**src/rtl/l4_seq.sv**
```systemverilog
// Layer-4 input sequencer: streams N_IN activations into the layer-4 datapath, captures 64 results, streams them out.
// Optional build macro L4_SEQ_TIMEOUT_EN adds a WAIT_RDY timeout that sets a sticky err and skips the output stream.
module l4_seq #(
    parameter int N_IN    = 100,
    parameter int RDY_TMO = 255
) (
    input  logic             clk,
    input  logic             rst_n,
    input  logic             go,
    output logic             src_rd,
    output logic [6:0]       src_addr,
    input  logic [17:0]      src_rdata,
    output logic             l4_strt,
    output logic [17:0]      l4_din,
    input  logic             l4_rdy,
    input  logic [15:0][17:0] l4_dout,
    output logic             l4_tx_done,
    output logic             o_vld,
    input  logic             o_rdy,
    output logic [17:0]      o_data,
    output logic [5:0]       o_idx,
    output logic             busy,
    output logic             err,
    output logic [3:0]       dbg_state
);

    // Output stream: o_vld/o_data/o_idx are held until a cycle with o_vld && o_rdy, which consumes one beat.
    typedef enum logic [3:0] {
        IDLE, FETCH, LOAD, STRT, BUSY, WAIT_RDY, CAPT, STREAM, DONE
    } state_t;

    localparam logic [6:0] LAST_IN = 7'(N_IN - 1);

    state_t      state;
    logic [6:0]  in_cnt;
    logic [1:0]  sub_cnt;     // BUSY cycle count, then CAPT group index
    logic [17:0] cap_buf [64];

    assign dbg_state = state;

`ifdef L4_SEQ_TIMEOUT_EN
    localparam int TW = $clog2(RDY_TMO + 1);
    logic [TW-1:0] tmo_cnt;
`else
    assign err = 1'b0;
`endif

    // Capture buffer has no reset: its contents are only read after a full CAPT.
    always_ff @(posedge clk) begin
        if (state == CAPT) begin
            for (int n = 0; n < 16; n++) begin
                cap_buf[{sub_cnt, 4'(n)}] <= l4_dout[n];
            end
        end
    end

    always_ff @(posedge clk or negedge rst_n) begin
        if (!rst_n) begin
            state      <= IDLE;
            in_cnt     <= '0;
            sub_cnt    <= '0;
            src_rd     <= 1'b0;
            src_addr   <= '0;
            l4_strt    <= 1'b0;
            l4_din     <= '0;
            l4_tx_done <= 1'b0;
            o_vld      <= 1'b0;
            o_data     <= '0;
            o_idx      <= '0;
            busy       <= 1'b0;
`ifdef L4_SEQ_TIMEOUT_EN
            tmo_cnt    <= '0;
            err        <= 1'b0;
`endif
        end else begin
            case (state)
                IDLE: begin
                    if (go) begin
                        state    <= FETCH;
                        in_cnt   <= '0;
                        src_addr <= '0;
                        src_rd   <= 1'b1;
                        busy     <= 1'b1;
                    end
                end
                FETCH: begin
                    src_rd <= 1'b0;
                    state  <= LOAD;
                end
                LOAD: begin
                    l4_din  <= src_rdata;
                    l4_strt <= 1'b1;
                    state   <= STRT;
                end
                STRT: begin
                    l4_strt <= 1'b0;
                    sub_cnt <= '0;
                    state   <= BUSY;
                end
                BUSY: begin
                    sub_cnt <= sub_cnt + 2'd1;
                    if (sub_cnt == 2'd3) begin
                        in_cnt <= in_cnt + 7'd1;
                        if (in_cnt < LAST_IN) begin
                            src_addr <= in_cnt + 7'd1;
                            src_rd   <= 1'b1;
                            state    <= FETCH;
                        end else begin
                            state <= WAIT_RDY;
`ifdef L4_SEQ_TIMEOUT_EN
                            tmo_cnt <= '0;
`endif
                        end
                    end
                end
                WAIT_RDY: begin
                    if (l4_rdy) begin
                        sub_cnt <= '0;
                        state   <= CAPT;
                    end
`ifdef L4_SEQ_TIMEOUT_EN
                    else if (tmo_cnt == TW'(RDY_TMO - 1)) begin
                        err        <= 1'b1;
                        l4_tx_done <= 1'b1;
                        state      <= DONE;
                    end else begin
                        tmo_cnt <= tmo_cnt + 1'b1;
                    end
`endif
                end
                CAPT: begin
                    sub_cnt <= sub_cnt + 2'd1;
                    if (sub_cnt == 2'd3) begin
                        // Group 0 is already stored, so entry 0 is safe to present now.
                        o_vld  <= 1'b1;
                        o_idx  <= '0;
                        o_data <= cap_buf[0];
                        state  <= STREAM;
                    end
                end
                STREAM: begin
                    if (o_rdy) begin
                        if (o_idx == 6'd63) begin
                            o_vld      <= 1'b0;
                            o_idx      <= '0;
                            l4_tx_done <= 1'b1;
                            state      <= DONE;
                        end else begin
                            o_idx  <= o_idx + 6'd1;
                            o_data <= cap_buf[o_idx + 6'd1];
                        end
                    end
                end
                DONE: begin
                    l4_tx_done <= 1'b0;
                    busy       <= 1'b0;
                    state      <= IDLE;
                end
                default: state <= IDLE;
            endcase
        end
    end

endmodule

```
**config.mk**
```make
export PLATFORM = sky130hd
export DESIGN_NAME = l4_seq
export DESIGN_NICKNAME = d
export VERILOG_FILES = /design/src/rtl/l4_seq.sv
export SDC_FILE = /design/constraint.sdc
export NUM_CORES = 1
export LEC_CHECK = 0
export BUFFER_PORTS_ARGS = -buffer_cell sky130_fd_sc_hd__buf_2
export CAP_MARGIN = 20
export CORE_ASPECT_RATIO = 1.2
export CORE_UTILIZATION = 45
export DETAILED_ROUTE_END_ITERATION = 6
export GPL_TIMING_DRIVEN = 0
export PLACE_DENSITY = 0.69
export REMOVE_ABC_BUFFERS = 1
export SYNTH_ARGS = -nofsm -noshare
export SYNTH_HDL_FRONTEND = slang
export SYNTH_SLANG_ARGS = --single-unit
```
**constraint.sdc**
```tcl
create_clock -name clk -period 12.8 [get_ports clk]
set_input_delay 1.28 -clock clk [delete_from_list [all_inputs] [get_ports clk]]
set_output_delay 1.28 -clock clk [all_outputs]
set_load 0.01 [all_outputs]
```
# == After elaboration in Yosys (flattened, before gate mapping) ==
# Memories as Yosys holds them, arrays and structs flattened.
# Index checks and enable logic that the tools add are counted.
# word_totals
regBits,67
ramBits,1152
inputBits,311
mem_count,1
# op_classes
add_sub_neg,3
n_lt_le_gt_ge,1
n_eq_ne,18
n_mux,39
n_reduce_logical,19
# mem_list
memory,depth,word_bits,read_ports,rd_ports_with_merged_regs,wr,line,rtl
cap_buf,64,18,2,0,16,37,logic [17:0] cap_buf [64];
# op_table
cell,count
18-bit 2-to-1 mux,3
18-bit case mux with 2 select lines,1
4-bit case mux with 8 select lines,1
7-bit 2-to-1 mux,4
7-bit case mux with 2 select lines,2
4-bit 2-to-1 mux,6
6-bit 2-to-1 mux,3
4-bit by 3-bit equality test with 1-bit output (second input constant),4
4-bit AND reduction,4
2-bit inequality test (second input constant),7
6-bit case mux with 2 select lines,1
1-bit 2-to-1 mux,10
2-bit nonzero test,5
3-bit AND reduction,3
4-bit by 2-bit equality test with 1-bit output (second input constant),2
1-bit case mux with 2 select lines,4
7-bit by 1-bit adder with 7-bit output (second input constant),1
7-bit less-than comparator (second input constant),1
6-bit by 1-bit adder with 6-bit output (second input constant),1
6-bit equality test (second input constant),1
2-bit case mux with 3 select lines,1
6-bit AND reduction,1
3-bit nonzero test,2
4-bit by 1-bit equality test with 1-bit output (second input constant),1
other kinds (10),11

# == Depth between registers and ports, before layout ==
# Gate-level depths: netlist (run 1).
# An unclocked memory read counts as a cell.
# depth
depth_word,5
depth_mapped,10
mapped_depth_nobuf,8

# == Worst setup path before layout (run 1) ==
# OpenSTA, ideal clock, no wires.
# synth_path
kind,flip-flop to flip-flop
startpoint,"reg state[3], in the netlist dbg_state[3]"
endpoint,reg o_data[7]
setup_ps,77
arrival_time_ps,9033
setup_slack_ps,3690
path_stages_with_launch,10
synth_period_minus_slack_ps,9110
path_cell_list,dfrtp_1 -> buf_4 -> and4bb_2 -> and2_1 -> a21oi_2 -> a21oi_2 -> clkbuf_1 -> and3_1 -> a21oi_1 -> o21ai_1
# synth_via
elab_chain_cells,3
word_cells_on_any_way,8
# synth_lines
element,line,rtl
start: declaration,34,state_t state;
start signal: assignment,59,state <= IDLE;
start signal: assignment,79,state <= FETCH;
start signal: assignment,88,state <= LOAD;
4-bit by 3-bit equality test with 1-bit output,76,case (state)
"2-bit inequality test (no source line), or another cell as far along",-,
4-bit AND reduction (no source line),-,
end signal: assignment,137,o_data <= cap_buf[0];
end signal: assignment,150,o_data <= cap_buf[o_idx + 6'd1];
end: declaration,20,"output logic [17:0] o_data,"
# Parallel ways exist; a longest one is shown, timed or not.
# A chain may end at the register's enable or synchronous reset.

# == Worst setup path after layout (run 1) ==
# layout_path
startpoint,"reg state[1], in the netlist dbg_state[1]"
endpoint,reg o_data[13]
# The elaborated chain is that of the path after synthesis.

==> results of run 1 <==
[stage by stage]
step                setup slack (ns)  instance area (um2)  power [mW]
floorplan                     -5.940                46090       4.454
global placement              -15.24                49650       4.545
detailed placement             8.633                50820       4.554
CTS                            8.617                54820       8.101
global route                   8.488                54870       8.246
finish                         8.707                54900       8.019
[final cells by class]
class / instances / area, um2
Fill cell: 7959 / 48080
Sequential cell: 1219 / 36270
Multi-Input combinational cell: 786 / 9901
Clock buffer: 147 / 3108
Timing Repair Buffer: 412 / 2905
Tap cell: 1375 / 1720
Clock inverter: 68 / 897.1
Antenna cell: 28 / 70.07
Inverter: 6 / 22.52
[cells by family (layout without fill, tap and decap cells)]
kind of cell	count (synthesis)	after routing	share of synthesized area, %
other	1	29	0.008025
XOR/XNOR	10	10	0.2035
adder cells (fa/ha/maj)	6	6	0.1607
flip-flops	1219	1219	77.62
buffers and inverters	124	633	1.408
AND/OR/NAND/NOR	158	158	1.711
multiplexers	344	344	15.15
AO/OA/AOI/OAI	267	267	3.735
[Yosys cell counts (16+ instances only)]
cell,instances
a21oi_1,78
and3_1,16
and2_1,35
a211oi_1,42
buf_2,27
mux2i_1,29
a22oi_1,88
o21ai_0,22
nor2_1,30
nand2_1,36
edfxtp_1,1152
mux2_2,27
mux4_2,288
dfrtp_1,67
clkbuf_1,57
[per-layer routing]
| metal | routed length [um] | GRT usage, % | up-vias |
|---|---|---|---|
| li1 | - | - | 9861 |
| met1 | 38470 | 24.07 | 11800 |
| met2 | 53770 | 34.11 | 756 |
| met3 | 7463 | 4.522 | 216 |
| met4 | 3396 | 8.371 | 36 |
| met5 | 267 | 0 | - |
[final timing paths]
check	slack (ns)	endpoint
max in group asynchronous	11.68	o_idx[0]
worst min register to register	0.50	o_data[17]
worst min-delay path	0.47	o_data[1]
min in group clk	0.50	o_data[17]
worst max-delay path	8.71	o_data[13]
worst max register to register	8.71	o_data[13]
[sequential cells by signal (all words and copies together) (netlist names)]
name and cells:
l4_strt 1, l4_tx_done 1, cap_buf 1152, busy 1
src_addr 7, sub_cnt 2, o_data 18, src_rd 1
o_idx 6, l4_din 18, in_cnt 7, o_vld 1
dbg_state 4
[power groups by stage]
stage | Sequential, mW | Combinational, mW | Clock (mW)
6_report | 4.36 | 0.105 | 3.55
5_1_grt | 4.36 | 0.116 | 3.77
4_1_cts | 4.36 | 0.107 | 3.63
3_5_place_dp | 4.45 | 0.107 | 0
3_3_place_gp | 4.45 | 0.0976 | 0
2_1_floorplan | 4.45 | 0.00269 | 0
[critical path: stages (launching register included)]
cell and delay [ns]:
dfrtp_1 0.66, and4bb_2 0.36, and2_4 0.68, buf_16 0.32
a21oi_2 0.15, a21oi_4 0.58, buf_16 0.23, nand2_2 0.54
o211ai_1 0.43
==> metrics.md, run 1 <==
| Metric | Value |
|---|---|
| Post-CTS Hold Fix Bufs | 0 |
| Comb power frac | 1.3% |
| Postcts setup bufs | 0 |
| Clock Latency Late Sink | 0.72 ns |
| Synth warn | 0 |
| Layout net count | 2856 |
| I/O pins | 370 |
| DRC | 0 |
| Synth top area share | 74.03% |
| Distinct cells, synth | 45 |
| Initial antenna violation count | 50 |
| Asr flop ratio synth | 5.496% |
| FF-to-FF path depth | 8 |
| Crit start category | flop |
| Die Ht | 355.0 um |
| Deepest clock path buffer count | 3 |
| Commonest non-fill, non-tap cell in the layout | edfxtp_1 |
| RSZ-0062 raised after global routing | false |
| CTS root buf | clkbuf_16 |
| Die Width | 296.2 um |
| Achievable Freq | 244.3 MHz |
| Synthesized flop and latch total | 1219 |
| Post-DRT Antenna Nets | 0 |
| Die footprint | 105100 um2 |
| Final period util | 31.98% |
| Crit end category | flop |
| Sequential power share | 54.4% |
| DR vias | 22669 |
| Psw | 1.530 mW |
| Post-synth EDFFs | 1152 |
| Worst EP arrival | 4.70 ns |
| Drt wl/cell | 25.58 um |
| Setup Skew | 0.03216 ns |
| Drt first pass iters | 5 |
| Relative slew slack | 24.85% |
| Area grow syn2layout | 17.49% |
| Area leader, netlist | edfxtp_1 |
| Layout Utilization | 53.31% |
| Power Density | 146.1 nW/um2 |
| Post-synthesis sequential area ratio | 77.62% |
| Most frequent cells in the layout | edfxtp_1 (1152), buf_2 (367), mux4_2 (288), clkbuf_16 (115), a22oi_1 (88) |
| Reg-to-Reg Start | dbg_state[1] |
| CTS H-Tree Depth | 3 |
| Int Power | 6.489 mW |
| CTS buffer count | 114 |
| Worst Path Class, Setup | reg -> reg |
| Pins Over Slew Limit | 0 |
| Std cell rows | 129 |
| Crit. Startpoint | dbg_state[1] |
| Endpoints failing hold | 0 |
| Setup_tns | 0 ns |
| Vias in the first global route | 24340 |
| Clock Pin Slew Worst Setup and Hold Paths | 0.07 ns |
| Clock sinks | 1219 |
| Core box area | 103000 um2 |
| Status | finished clean |
| Avg Vias per Cell | 5.610 |
| Crit-path max FO | 49 |
| # Max-Cap Violations | 0 |
| GRT overflow | 0 |
| DRT Wirelength | 103400 um |
| Worst vdd ir | 107.5 uV |
| Post-cts resize count | 0 |
| Cells after synthesis | 2129 |
| Mapped Area | 46730 um2 |
| CTS tree | built |
| Starting Density | 45.38% |
| PortBufs | 368 |
| Final setup fails | 0 |
| Final min period | 4.093 ns |
| Clock power share | 44.3% |
| Cell count after placement | 3797 |
| Ranking of synthesized cells by area | edfxtp_1 (74%), mux4_2 (14%), dfrtp_1 (3.6%), a22oi_1 (1.4%), a21oi_1 (0.84%) |
| Least-Margin Pin Slew | 1.127 ns |
| Hold Path Class | in -> async |
| Global-route wire length before repair | 152800 um |
| Worst path required time | 13.41 ns |
| Largest net degree at the start of global routing | 72 |
| Dpl hpwl | 68370 um |
| Switching portion of total power | 19.08% |
| Pleak | 17.60 nW |
| Initial DRC count | 1804 |
| Tot GR Track Use | 19.86% |
| Avg Cell Area, Syn | 21.95 um2 |
| RD Place Congestion | 0.7676 |
| Layout cell share with drive strength beyond 1 | 35.06% |
| Predominant post-synthesis flop cell | edfxtp_1 |
| Non-Filler Instances | 4041 |
| Post-Route Hold Slack | 0.4658 ns |
No activity file was read; power rests on OpenSTA's default activity.
==> run 2, diff against run 1 <==
--- a/config.mk
+++ b/config.mk
@@ -11,7 +11,7 @@
 export CORE_UTILIZATION = 45
 export DETAILED_ROUTE_END_ITERATION = 6
 export GPL_TIMING_DRIVEN = 0
-export PLACE_DENSITY = 0.69
+export PLACE_DENSITY = 0.71
 export REMOVE_ABC_BUFFERS = 1
 export SYNTH_ARGS = -nofsm -noshare
 export SYNTH_HDL_FRONTEND = slang
==> constraint.sdc (replaced) <==
create_clock -name clk -period 3.4 [get_ports clk]
set_input_delay 0.34 -clock clk [delete_from_list [all_inputs] [get_ports clk]]
set_output_delay 0.34 -clock clk [all_outputs]
set_load 0.01 [all_outputs]
==> metrics.md, run 2 (synthesis results as in run 1) <==
| Metric | Value |
|---|---|
| Crit start category | flop (unchanged) |
| Least-Margin Pin Slew | 1.083 ns (was 1.127 ns) |
| Overall power | 30.23 mW (was 8.019 mW) |
| Layout net count | 3185 (was 2856) |
| Initial antenna violation count | 17 (was 50) |
| Initial DRC count | 2183 (was 1804) |
| Worst vdd ir | 411.3 uV (was 107.5 uV) |
| I/O pins | 370 (unchanged) |
| FF-to-FF path depth | 12 (was 8) |
| Clock power share | 43.3% (was 44.3%) |
| Layout cell share with drive strength beyond 1 | 31.72% (was 35.06%) |
| Drt wl/cell | 25.56 um (was 25.58 um) |
| Relative slew slack | 27.52% (was 24.85%) |
| Clock Latency Late Sink | 0.72 ns (about the same) |
| Crit-path max FO | 38 (was 49) |
| Final setup fails | 0 (unchanged) |
| Final period util | 97.56% (was 31.98%) |
| Largest net degree at the start of global routing | 70 (was 72) |
| Sequential power share | 54.3% (was 54.4%) |
| Comb power frac | 2.3% (was 1.3%) |
| Starting Density | 45.38% (unchanged) |
| RD Place Congestion | 0.7903 (was 0.7676) |
| Std cell rows | 129 (unchanged) |
| Pins Over Slew Limit | 0 (unchanged) |
| Die footprint | 105100 um2 (unchanged) |
| Die Width | 296.2 um (unchanged) |
| Pleak | 19.04 nW (was 17.60 nW) |
| Global-route wire length before repair | 164200 um (was 152800 um) |
| Psw | 5.815 mW (was 1.530 mW) |
| Crit end category | flop (unchanged) |
| # Max-Cap Violations | 0 (unchanged) |
| Placement Setup Slack | -0.8071 ns (was 8.633 ns) |
| Largest regs | cap_buf: 1152 flops, l4_din: 18 flops, o_data: 18 flops (unchanged) |
| Placed inst area | 51030 um2 (was 50820 um2) |
| Power Density | 518.7 nW/um2 (was 146.1 nW/um2) |
| Die Ht | 355.0 um (unchanged) |
| Int Power | 24.42 mW (was 6.489 mW) |
| PortBufs | 368 (unchanged) |
| DRT Wirelength | 111100 um (was 103400 um) |
| Clock sinks | 1219 (unchanged) |
| Status | finished clean (unchanged) |
| Area grow syn2layout | 24.74% (was 17.49%) |
| DRC | 0 (unchanged) |
| Drt first pass iters | 5 (unchanged) |
| Reg-to-Reg Start | o_idx[0] (was dbg_state[1]) |
| Endpoints failing hold | 0 (unchanged) |
| CTS tree | built (unchanged) |
| Clock Pin Slew Worst Setup and Hold Paths | 0.07 ns (about the same) |
| Final min period | 3.317 ns (was 4.093 ns) |
| R2R setup slack | 0.08 ns (was 8.71 ns) |
| Core box area | 103000 um2 (unchanged) |
| CTS H-Tree Depth | 3 (unchanged) |
| Setup Skew | 0.03095 ns (was 0.03216 ns) |
| Most frequent cells in the layout | edfxtp_1 (1152), buf_2 (367), dlygate4sd3_1 (308), mux4_2 (288), clkbuf_16 (118) (was edfxtp_1 (1152), buf_2 (367), mux4_2 (288), clkbuf_16 (115), a22oi_1 (88)) |
| FF-to-FF End | o_data[13] (unchanged) |
| Worst path required time | 3.97 ns (was 13.41 ns) |
| CTS buffer count | 114 (unchanged) |
| Hold Path Class | in -> async (unchanged) |
| Tot GR Track Use | 21.19% (was 19.86%) |
| GRT overflow | 0 (unchanged) |
| DR vias | 24482 (was 22669) |
| Largest reg by FF count | cap_buf (unchanged) |
| Worst Path Class, Setup | reg -> reg (unchanged) |
| Switching portion of total power | 19.23% (was 19.08%) |
| Post-DRT Antenna Nets | 0 (unchanged) |
| Achievable Freq | 301.5 MHz (was 244.3 MHz) |
| Setup ws final | 0.08288 ns (was 8.707 ns) |
| Avg Vias per Cell | 5.632 (was 5.610) |
| Dpl hpwl | 71530 um (was 68370 um) |
| Post-route cell area | 58290 um2 (was 54900 um2) |
| Deepest clock path buffer count | 3 (unchanged) |
| Max reg flops | 1152 (unchanged) |
| CTS root buf | clkbuf_16 (unchanged) |
| Vias in the first global route | 25966 (was 24340) |
| Worst EP arrival | 3.89 ns (was 4.70 ns) |
| Commonest non-fill, non-tap cell in the layout | edfxtp_1 (unchanged) |
-- run 2: cell count changes in the layout (fill, tap and decap cells not counted), moves of 10 or more --
cell,change
dlygate4sd3_1,+308
diode_2,-16
clkbuf_8,-11
buf_16,+10
-- run 2: stage by stage --
stage | cells | utilization [%] | TNS (ns) | hold WS (ns)
floorplan | 2011 | - | -5868.64 | 0.04441
global placement | 3754 | 48.22 | -9851.07 | 0.4646
detailed placement | 3805 | 49.56 | -9.574 | 0.2474
CTS | 4329 | 56.48 | 0 | 0.009537
global route | 4342 | 56.59 | -0.03590 | 0.07081
finish | 4347 | 56.60 | 0 | 0.06930
-- run 2: power groups by stage --
stage	combinational [mW]	clock, mW	sequential, mW
after floorplan	0.0101	0	16.8
after global placement	0.360	0	16.7
after detailed placement	0.398	0	16.7
after CTS	0.711	13.3	16.4
after global routing	0.764	13.9	16.4
final	0.710	13.1	16.4
-- run 2: final cells by class --
class                           count  area (um2)
Clock inverter                     71       868.3
Inverter                            6       22.52
Timing Repair Buffer              740        6460
Fill cell                        7582       44690
Multi-Input combinational cell    787        9930
Clock buffer                      137        2982
Antenna cell                       12       30.03
Sequential cell                  1219       36270
Tap cell                         1375        1720
-- run 2: per-layer routing --
metal | part of all wire [%] | GRT usage, % | vias to the layer above
li1 | - | - | 10513
met1 | 38 | 26.76 | 12774
met2 | 53 | 37.23 | 1012
met3 | 6.5 | 3.529 | 177
met4 | 2.5 | 6.619 | 6
met5 | 0.031 | 0 | -
-- run 2: worst max-delay path, stage by stage, from the launching register on --
cell	delay (ns)
dfrtp_4	0.51
buf_16	0.22
ha_4	0.34
buf_16	0.19
buf_16	0.19
buf_16	0.18
mux4_2	0.30
and2_1	0.18
a211oi_1	0.28
a21oi_1	0.10
a22o_1	0.33
nor3_1	0.23
o211ai_1	0.12
-- run 2: what timing repair did --
action | 4_1_cts | 5_1_grt
cloned | 5 | 2
hold endpoints to repair | 1238 | 0
setup endpoints to repair | 17 | 12
hold buffers | 308 | 0
buffers inserted | 3 | 4
pin swaps | 2 | 2
gates resized for setup | 3 | 3
-- run 2: how the worst max path moves through the flow --
| stage | to | depth (start not counted) | slack, ns | from |
|---|---|---|---|---|
| floorplan | o_data[10] | 8 | -15.34 | o_idx[0] |
| global placement | o_data[5] | 7 | -24.92 | o_idx[0] |
| detailed placement | o_data[13] | 12 | -0.81 | o_idx[0] |
| CTS | o_data[13] | 12 | 0.04 | o_idx[0] |
| global route | o_data[13] | 12 | -0.03 | o_idx[0] |
| finish | o_data[13] | 12 | 0.08 | o_idx[0] |
